### src/rtl/pc_pkg.sv
// Shared types and defaults for the program-counter sequencer.
package pc_pkg;

    typedef enum logic [2:0] {
        SEL_HOLD,
        SEL_SEQ,
        SEL_BRANCH,
        SEL_JUMP,
        SEL_CALL,
        SEL_RET
    } next_sel_t;

    localparam int DEFAULT_INSN_BYTES = 4;
    localparam int DEFAULT_IMM_SHIFT  = 2;

endpackage

### src/rtl/return_stack.sv
// Circular return-address stack: a push while full overwrites the oldest entry.
module return_stack
    import pc_pkg::*;
#(
    parameter int WIDTH     = 32,
    parameter int RAS_DEPTH = 8
) (
    input  logic                       clk,
    input  logic                       srst,
    input  logic                       push,
    input  logic                       pop,
    input  logic [WIDTH-1:0]           push_data,
    output logic [WIDTH-1:0]           top,
    output logic [$clog2(RAS_DEPTH):0] count,
    output logic                       full,
    output logic                       empty,
    output logic                       overflow,
    output logic                       underflow
);

    localparam int PW = $clog2(RAS_DEPTH);
    localparam int CW = PW + 1;
    localparam logic [CW-1:0] DEPTH_C = CW'(RAS_DEPTH);

    logic [WIDTH-1:0] mem [RAS_DEPTH];
    logic [PW-1:0]    ptr_reg, ptr_next, top_idx;
    logic [CW-1:0]    count_reg, count_next;
    logic             full_reg, empty_reg, overflow_reg, underflow_reg;
    logic             wr_en;

    // ptr_reg is the next write slot, so the newest entry sits just below it.
    assign top_idx = ptr_reg - PW'(1);
    // Asynchronous read: a ret must see the top in the same cycle it is decided.
    assign top     = mem[top_idx];
    assign wr_en   = push && !pop;

    always_comb begin
        ptr_next   = ptr_reg;
        count_next = count_reg;
        if (pop) begin
            if (count_reg != '0) begin
                ptr_next   = top_idx;
                count_next = count_reg - CW'(1);
            end
        end else if (push) begin
            ptr_next = ptr_reg + PW'(1);
            if (count_reg != DEPTH_C)
                count_next = count_reg + CW'(1);
        end
    end

    always_ff @(posedge clk) begin
        if (srst) begin
            ptr_reg       <= '0;
            count_reg     <= '0;
            empty_reg     <= 1'b1;
            full_reg      <= 1'b0;
            overflow_reg  <= 1'b0;
            underflow_reg <= 1'b0;
        end else begin
            ptr_reg       <= ptr_next;
            count_reg     <= count_next;
            empty_reg     <= (count_next == '0);
            full_reg      <= (count_next == DEPTH_C);
            overflow_reg  <= wr_en && (count_reg == DEPTH_C);
            underflow_reg <= pop && (count_reg == '0);
        end
    end

    genvar gi;
    generate
        for (gi = 0; gi < RAS_DEPTH; gi++) begin : g_entry
            always_ff @(posedge clk) begin
                if (wr_en && (ptr_reg == PW'(gi)))
                    mem[gi] <= push_data;
            end
        end
    endgenerate

    assign count     = count_reg;
    assign full      = full_reg;
    assign empty     = empty_reg;
    assign overflow  = overflow_reg;
    assign underflow = underflow_reg;

endmodule

### src/rtl/pc_sequencer.sv
// Registered program counter: selects sequential, branch, jump, call or return each cycle.
module pc_sequencer
    import pc_pkg::*;
#(
    parameter int               WIDTH      = 32,
    parameter logic [WIDTH-1:0] RESET_PC   = '0,
    parameter int               INSN_BYTES = DEFAULT_INSN_BYTES,
    parameter int               IMM_SHIFT  = DEFAULT_IMM_SHIFT,
    parameter int               RAS_DEPTH  = 8
) (
    input  logic             clk,
    input  logic             reset,
    input  logic             stall,
    input  logic             branch_taken,
    input  logic [WIDTH-1:0] branch_imm,
    input  logic             jump,
    input  logic             call,
    input  logic             ret,
    input  logic [WIDTH-1:0] jump_target,
    output logic [WIDTH-1:0] pc,
    output logic [WIDTH-1:0] pc_plus4,
    output logic             ras_empty,
    output logic             ras_full,
    output logic             ras_overflow,
    output logic             ras_underflow
);

    next_sel_t                  sel;
    logic [WIDTH-1:0]           pc_reg, pc_next;
    logic [WIDTH-1:0]           branch_off, branch_target;
    logic [WIDTH-1:0]           ras_top;
    logic [$clog2(RAS_DEPTH):0] ras_count;
    logic                       ras_push, ras_pop;

    assign pc_plus4      = pc_reg + WIDTH'(INSN_BYTES);
    assign branch_off    = branch_imm << IMM_SHIFT;
    assign branch_target = pc_plus4 + branch_off;

    always_comb begin
        sel = SEL_SEQ;
        if (stall)             sel = SEL_HOLD;
        else if (ret)          sel = SEL_RET;
        else if (call)         sel = SEL_CALL;
        else if (jump)         sel = SEL_JUMP;
        else if (branch_taken) sel = SEL_BRANCH;
    end

    always_comb begin
        pc_next = pc_plus4;
        case (sel)
            SEL_HOLD:   pc_next = pc_reg;
            SEL_BRANCH: pc_next = branch_target;
            SEL_JUMP,
            SEL_CALL:   pc_next = jump_target;
            // An empty stack falls through to the next instruction.
            SEL_RET:    pc_next = (ras_count == '0) ? pc_plus4 : ras_top;
            default:    pc_next = pc_plus4;
        endcase
    end

    assign ras_push = (sel == SEL_CALL);
    assign ras_pop  = (sel == SEL_RET);

    always_ff @(posedge clk) begin
        if (reset)
            pc_reg <= RESET_PC;
        else
            pc_reg <= pc_next;
    end

    return_stack #(
        .WIDTH     (WIDTH),
        .RAS_DEPTH (RAS_DEPTH)
    ) u_ras (
        .clk       (clk),
        .srst      (reset),
        .push      (ras_push),
        .pop       (ras_pop),
        .push_data (pc_plus4),
        .top       (ras_top),
        .count     (ras_count),
        .full      (ras_full),
        .empty     (ras_empty),
        .overflow  (ras_overflow),
        .underflow (ras_underflow)
    );

    assign pc = pc_reg;

endmodule
### config.mk
export PLATFORM = sky130hd
export DESIGN_NAME = pc_sequencer
export DESIGN_NICKNAME = d
export VERILOG_FILES = /design/src/rtl/pc_pkg.sv /design/src/rtl/return_stack.sv /design/src/rtl/pc_sequencer.sv
export SDC_FILE = /design/constraint.sdc
export NUM_CORES = 1
export LEC_CHECK = 0
export CORE_ASPECT_RATIO = 0.7
export CORE_MARGIN = 4
export CORE_UTILIZATION = 55
export CTS_CLUSTER_DIAMETER = 120
export DETAILED_ROUTE_END_ITERATION = 10
export GPL_ROUTABILITY_DRIVEN = 0
export PLACE_DENSITY_LB_ADDON = 0.1
export SYNTH_ARGS = -nofsm -noshare
export SYNTH_HDL_FRONTEND = slang
export SYNTH_HIERARCHICAL = 1
export SYNTH_SLANG_ARGS = --single-unit
### constraint.sdc
create_clock -name clk -period 5 [get_ports clk]
set_clock_uncertainty 0.05 [all_clocks]
set_input_delay 0.75 -clock clk [delete_from_list [all_inputs] [get_ports clk]]
set_output_delay 0.75 -clock clk [all_outputs]
set_load 0.1 [all_outputs]
==> metrics, run 1 <==
CP delay by family, top=compound AO/OA/AOI/OAI gates; Max FO, Critical Path=10; DR pass1 iterations=5; Setup violations, final=0; wire per inst=25.40 um; core area=25,690 sq um; Worst-Skew Late Latency=0.57 ns; met3 wire len=3772 um; critical path's largest stage delay=0.39 ns; total number of vias=9,525; VDD IR-drop max=0.3540 mV; status=finished, final reports clean; hpwl dp=25,760 um; Crit Path Category=reg -> reg; Die Y=143.2 um; Post-CTS Setup Bufs=0; RSZ-0062 raised after global routing=no; Worst setup EP type=flop; worst hold slack=0.4877 ns; # clock sinks=299; critical path arrival=4.88 ns; highest clock rate=222.3 MHz; DRC=0; port bufs=136; post-route minimum period=4.499 ns; share of layout cells above drive strength 1=22.57%; final hold viol count=0; first-pass GRT wire length=58,050 um; share of synthesized registers carrying an async set or reset=0%; clk root buf=clkbuf_16; number of global-route vias before repair=9,329; Synth top area share=53.51%; Worst slew margin=21.68%; Synth Warn #=6; Initial Utilization=55.92%; Slowest cell on crit path=dfxtp_2; hold-fix buffers at CTS=0; sequential area share after synthesis=59.51%; DR iter-0 viols=909; Synth Net Count=1,119; # IOs=139; distinct cell type count after synthesis=82; Met1 Routed Length=17,080 um; top cells by area, synth=edfxtp_1 54%, mux4_2 10%, dfxtp_1 6.0%; Yosys top cell by area=edfxtp_1; # Max-Cap Violations=0; gr ovfl total=0; Rows=49; setup TNS=0 ns; Hold WC Path Type=reg -> reg; Die Width=201.2 um; Vias per Instance=6.329; pin count of the biggest net entering global routing=64; post-synthesis cell area=14,370 sq um; worst path bufs/invs=1; Final Max Tran Viols=0; n_diodes=0; Post-CTS Resized=0; Startpoint Class=flop; Total Die Area=28,810 sq um; Routed Antenna Nets=0; top_reg_cell synth=edfxtp_1; max reg flops=256; Area growth syn-to-layout=20.98%; Lkg Pwr=0.006088 uW; Overall Global Routing Usage=26.65%; pwr/cell area=398.9 nW/um^2; CTS tree=yes; Num CTS Buffers=29; Top Layer Used=met4; Power, Total=6933 uW; Worst-path clk slew=0.07 ns; FF+latch count, synth=299; met2 wire length=16,650 um; antenna violations before repair=0; detailed-route wire length=38,220 um; CTS max path bufs=3; Req. time, crit path=5.38 ns; Worst Max-Slew Pin Slew=1.170 ns; final worst path period share=89.98%; most used standard cell by instance count after synthesis=edfxtp_1; Avg Cell Area, Syn=14.31 sq um; H-tree level count=1; worst-path cell chain=ha_1 -> nand4_1 -> nor4b_2 -> buf_4 -> and3_1 -> nand2_1 -> xnor2_4 -> ha_1 -> a21o_1 -> a21oi_1 -> o211ai_1 -> a31o_2 -> a31o_2 -> a311oi_1 -> xor2_1 -> o21ai_0; synth cell count leaders=256 x edfxtp_1, 64 x mux4_2, 64 x nand2_1; EDFF count, synth=256; Nets=1,267; Synth Instances=1,004
metrics by stage:
| stage | cell area, sq um | utilization (%) | setup slack (ns) | std cells |
|---|---|---|---|---|
| 2_1_floorplan | 14650 | - | 0.004757 | 1004 |
| 3_3_place_gp | 16460 | 64.06 | 0.6487 | 1452 |
| 3_5_place_dp | 16460 | 64.06 | 0.6024 | 1452 |
| 4_1_cts | 17380 | 67.65 | 0.5733 | 1505 |
| 5_1_grt | 17380 | 67.65 | 0.2001 | 1505 |
| 6_report | 17380 | 67.65 | 0.5011 | 1505 |
cells in the final DEF (no fill, tap or decap), types with 15 or more instances in the layout:
cell type        synthesis  layout
edfxtp_1               256     256
clkdlybuf4s50_1          0     117
nand2_1                 64      64
mux4_2                  64      64
buf_4                    2      49
o21ai_0                 47      47
ha_1                    43      42
nor2_1                  41      41
a21oi_1                 40      40
mux2_2                  34      34
dfxtp_1                 43      30
inv_1                   29      29
clkbuf_16                0      29
nand3_1                 21      21
xor2_1                  25      18
a31oi_1                 16      16
nand4_1                 15      15
a22oi_1                 15      15
final timing paths:
kind                           start                   to  slack (ns)  cells after the start
hold / removal    pc[2]$_SDFFE_PP0P_   pc[2]$_SDFFE_PP0P_        0.49                      1
setup / recovery  pc[2]$_SDFFE_PP0P_  pc[29]$_SDFFE_PP0P_        0.50                     16
hold reg to reg   pc[2]$_SDFFE_PP0P_   pc[2]$_SDFFE_PP0P_        0.49                      1
setup reg to reg  pc[2]$_SDFFE_PP0P_  pc[29]$_SDFFE_PP0P_        0.50                     16
cells by family after synthesis:
group,Yosys count,share of synthesized area [%]
DFF,299,59.51
and+or+nand+nor,213,7.630
AOI/OAI and AO/OA,209,10.18
muxes,101,12.91
buffers and inverters,79,2.238
xor gates and xnor gates,59,3.650
adders and majority gates,44,3.885
routing by layer:
layer  vias to the layer above  track usage [%]
li1                       4275                -
met1                      4777            40.52
met2                       425            39.87
met3                        48            6.515
met4                         0            5.212
met5                         -                0
layout make-up:
| cell class | instances | area [sq um] |
|---|---|---|
| fillers | 1791 | 8309 |
| well taps | 331 | 414.1 |
| multi-input cells | 626 | 5808 |
| clock buffers | 32 | 737.0 |
| flip-flops and latches | 299 | 8567 |
| clock inverters | 21 | 185.2 |
| inverters | 29 | 108.9 |
| repair buffers | 167 | 1559 |
power by group:
part / internal [uW] / switching [uW] / total [uW]
Clock: 1210 / 930 / 2140
Combinational: 737 / 1160 / 1890
Sequential: 2800 / 97.8 / 2900
Power figures use the tool's default switching activity.
==> run 2, diff against run 1 <==
CORE_UTILIZATION = 50   (was 55)
==> metrics, run 2 (synthesized netlist as in run 1, its figures left out) <==
status=finished, final reports clean; clk root buf=clkbuf_16; pwr/cell area=404.0 nW/um^2; critical path's largest stage delay=0.39 ns; core area=28,080 sq um; pin count of the biggest net entering global routing=48; # clock sinks=299; CTS tree=yes; VDD IR-drop max=0.2931 mV; n_diodes=0; Vias per Instance=6.111; Num CTS Buffers=29; hpwl dp=26,390 um; Overall Global Routing Usage=25.11%; # IOs=139; Post-CTS Setup Bufs=0; antenna violations before repair=0; Die Y=149.8 um; Worst-path clk slew=0.07 ns; total number of vias=9,454; Crit Path Category=reg -> reg; hold-fix buffers at CTS=0; placed cell area=16,500 sq um; gr ovfl total=0; Worst-Skew Late Latency=0.57 ns; H-tree level count=1; Area growth syn-to-layout=21.73%; port bufs=136; DRC=0; Hold WC Path Type=reg -> reg; Finished Cell Area=17,490 sq um; max reg flops=256; RSZ-0062 raised after global routing=no; final worst path period share=89.83%; highest clock rate=222.7 MHz; DR iter-0 viols=971; final hold viol count=0; Fillers=2,125; setup TNS=0 ns; Rows=51; Die Width=210.6 um; Routed Antenna Nets=0; Post-CTS Resized=0; leading cell type in the layout, fill and taps excluded=edfxtp_1; CTS max path bufs=3; Slowest cell on crit path=dfxtp_2; Initial Utilization=51.16%; worst-path cell chain=ha_1 -> nand4_1 -> nor4b_2 -> buf_4 -> and3_1 -> nand2_1 -> xnor2_4 -> ha_1 -> a21o_1 -> a21oi_1 -> o211ai_1 -> a31o_2 -> a31o_2 -> a311oi_1 -> xor2_1 -> o21ai_0; detailed-route wire length=39,940 um; critical path arrival=4.88 ns; Startpoint Class=flop; Worst Max-Slew Pin Slew=1.049 ns; Lkg Pwr=0.006119 uW; post-route minimum period=4.491 ns; # Max-Cap Violations=0; share of layout cells above drive strength 1=23.21%; Worst slew margin=29.81%; DR pass1 iterations=6; most frequent cells in the layout=256 x edfxtp_1, 117 x clkdlybuf4s50_1, 64 x nand2_1, 64 x mux4_2, 51 x buf_4; Final Max Tran Viols=0; Total Die Area=31,550 sq um; Nets=1,268; Max FO, Critical Path=10; Setup violations, final=0; wire per inst=25.82 um; number of global-route vias before repair=9,319; Worst setup EP type=flop; first-pass GRT wire length=59,270 um; Req. time, crit path=5.39 ns
## run 2: layer usage
metal	vias to the layer above	track usage (%)	routed length, um
met4	0	5.799	782
met3	37	4.715	3200
met1	4783	39.17	18390
met2	362	36.91	17570
met5	-	0	0
li1	4272	-	-
## run 2: area by class of cell
type	instances	area [sq um]	share of cell area, %
clock buffers	34	754.5	4.315
inverters	29	108.9	0.6225
flip-flops and latches	299	8567	48.99
clock inverters	20	230.2	1.317
multi-input cells	626	5808	33.21
repair buffers	168	1554	8.887
well taps	371	464.2	2.655
## run 2: metrics by stage
| stage | setup WS (ns) | total power [uW] | instances | hold slack [ns] | utilization (%) |
|---|---|---|---|---|---|
| detailed placement | 0.5384 | 4842 | 1493 | 0.4693 | 58.77 |
| finish | 0.5087 | 7064 | 1547 | 0.5101 | 62.28 |
| global route | 0.1936 | 7341 | 1547 | 0.5198 | 62.28 |
| global placement | 0.6746 | 4829 | 1493 | 0.4488 | 58.77 |
| floorplan | 0.004757 | 4316 | 1004 | 0.4670 | - |
| CTS | 0.5128 | 7096 | 1547 | 0.5030 | 62.28 |
## run 2: path summary, 6_finish.rpt
path	start	endpoint	slack (ns)	depth (start not counted)
hold / removal	pc[2]$_SDFFE_PP0P_	pc[2]$_SDFFE_PP0P_	0.51	1
setup reg to reg	pc[2]$_SDFFE_PP0P_	pc[29]$_SDFFE_PP0P_	0.51	16
hold reg to reg	pc[2]$_SDFFE_PP0P_	pc[2]$_SDFFE_PP0P_	0.51	1
setup / recovery	pc[2]$_SDFFE_PP0P_	pc[29]$_SDFFE_PP0P_	0.51	16
## run 2: power by group
group | internal, uW | total, uW | leakage (uW) | switching (uW)
registers | 2800 | 2890 | 0.00271 | 94.1
logic | 735 | 1920 | 0.00293 | 1180
clock network | 1300 | 2260 | 0.000475 | 957
total | 4830 | 7060 | 0.00612 | 2230
## run 2: critical path: cells and delay by family (launching register included)
kind / cells / cell delay [ns]
AO/OA/AOI/OAI: 7 / 1.44
XOR/XNOR: 2 / 0.59
adder cells (fa/ha/maj): 2 / 0.67
buffers and inverters: 1 / 0.18
flip-flops: 1 / 0.39
AND/OR/NAND/NOR: 4 / 1.04
==> run 3, diff against run 2 <==
GPL_TIMING_DRIVEN = 0   (was default)
==> metrics, run 3 (synthesized netlist as in run 1, its figures left out) <==
# clock sinks=299; Worst-Skew Late Latency=0.57 ns; Fillers=2,176; Rows=51; placed cell area=16,660 sq um; CTS max path bufs=3; Finished Cell Area=17,660 sq um; # IOs=139; final hold viol count=0; Worst slew margin=24.86%; Worst Max-Slew Pin Slew=1.118 ns; critical path arrival=4.03 ns; wire per inst=26.27 um; highest clock rate=207.0 MHz; H-tree level count=1; Req. time, crit path=4.20 ns; worst hold slack=0.5117 ns; detailed-route wire length=41,320 um; pwr/cell area=404.1 nW/um^2; antenna violations before repair=0; Worst-path clk slew=0.06 ns; Worst setup EP type=primary output; Initial Utilization=51.16%; DRC=0; number of global-route vias before repair=9,481; Num CTS Buffers=29; met3 wire len=3845 um; DR pass1 iterations=5; port bufs=135; Met1 Routed Length=18,970 um; post-route minimum period=4.831 ns; DR iter-0 viols=1,166; Lkg Pwr=0.006194 uW; Nets=1,294; Routed Antenna Nets=0; reg-to-reg startpoint=pc[2]$_SDFFE_PP0P_; CTS tree=yes; pin count of the biggest net entering global routing=23; RSZ-0062 raised after global routing=yes; Die Width=210.6 um; core area=28,080 sq um; met2 wire length=17,660 um; share of layout cells above drive strength 1=20.22%; first-pass GRT wire length=61,780 um; Hold WC Path Type=reg -> reg; Worst Setup SP=pc[16]$_SDFFE_PP0P_; hpwl dp=29,750 um; Area growth syn-to-layout=22.94%; gr ovfl total=0; Top Layer Used=met4; HP Start=pc[2]$_SDFFE_PP0P_; VDD IR-drop max=0.3031 mV; Startpoint Class=flop; status=finished, final reports clean; total number of vias=9,825; Setup violations, final=0; leading cell type in the layout, fill and taps excluded=edfxtp_1; clk root buf=clkbuf_16; final worst path period share=96.62%; Vias per Instance=6.246; # Max-Cap Violations=0; Total Die Area=31,550 sq um; max reg flops=256; n_diodes=0; hold-fix buffers at CTS=0; Overall Global Routing Usage=26.39%; Final Max Tran Viols=0; Crit Path Category=reg -> out; most frequent cells in the layout=256 x edfxtp_1, 124 x clkdlybuf4s50_1, 64 x nand2_1, 64 x mux4_2, 47 x o21ai_0; Max FO, Critical Path=10; Die Y=149.8 um
==> run 3: worst paths after layout <==
path	endpoint	slack, ns	cells after the start
hold reg to reg	pc[2]$_SDFFE_PP0P_	0.51	1
hold / removal	pc[2]$_SDFFE_PP0P_	0.51	1
setup reg to reg	pc[29]$_SDFFE_PP0P_	0.24	15
setup / recovery	pc_plus4[31]	0.17	6
==> run 3: power breakdown <==
group	switching [uW]	internal [uW]	total, uW
Sequential	82.8	2800	2880
Combinational	1250	738	1980
Clock	945	1330	2270
Total	2270	4860	7140
==> run 3: final cells by class <==
cell class | count | area [sq um] | share of cell area (%)
sequential | 299 | 8563 | 48.49
multi-input combinational | 626 | 5804 | 32.87
timing repair buffer | 144 | 1520 | 8.608
clock buffer | 33 | 740.7 | 4.194
tap | 371 | 464.2 | 2.628
clock inverter | 21 | 245.2 | 1.389
buffer | 50 | 214.0 | 1.211
inverter | 29 | 108.9 | 0.6164
==> run 3: timing repair <==
item | CTS | global route
endpoints found under the setup margin | 8 | 15
resized for setup | 11 | 12
buffers inserted | 0 | 0
==> run 3: per-layer routing <==
metal / vias to the layer above / global-route usage, %
met5: - / 0
met4: 0 / 5.215
met3: 63 / 4.338
met2: 509 / 37.73
met1: 4909 / 42.91
li1: 4344 / -
==> run 3: worst max-delay path, cell delays in order (launching register included) <==
cell and delay, ns:
dfxtp_1 0.50, inv_1 0.16, nor4_1 0.33, or4b_4 0.58, nor2_4 0.18, xor2_2 0.46
clkdlybuf4s50_1 1.24
==> run 3: stage by stage <==
stage / cells / TNS [ns] / util (%) / setup slack, ns / total power (uW)
2_1_floorplan: 1004 / 0 / - / 0.004757 / 4316
3_3_place_gp: 1510 / 0 / 58.66 / 0.1177 / 4868
3_5_place_dp: 1519 / 0 / 59.34 / 0.03105 / 4898
4_1_cts: 1573 / 0 / 62.83 / 0.005045 / 7165
5_1_grt: 1573 / -0.05324 / 62.90 / -0.05324 / 7418
6_report: 1573 / 0 / 62.90 / 0.1688 / 7137
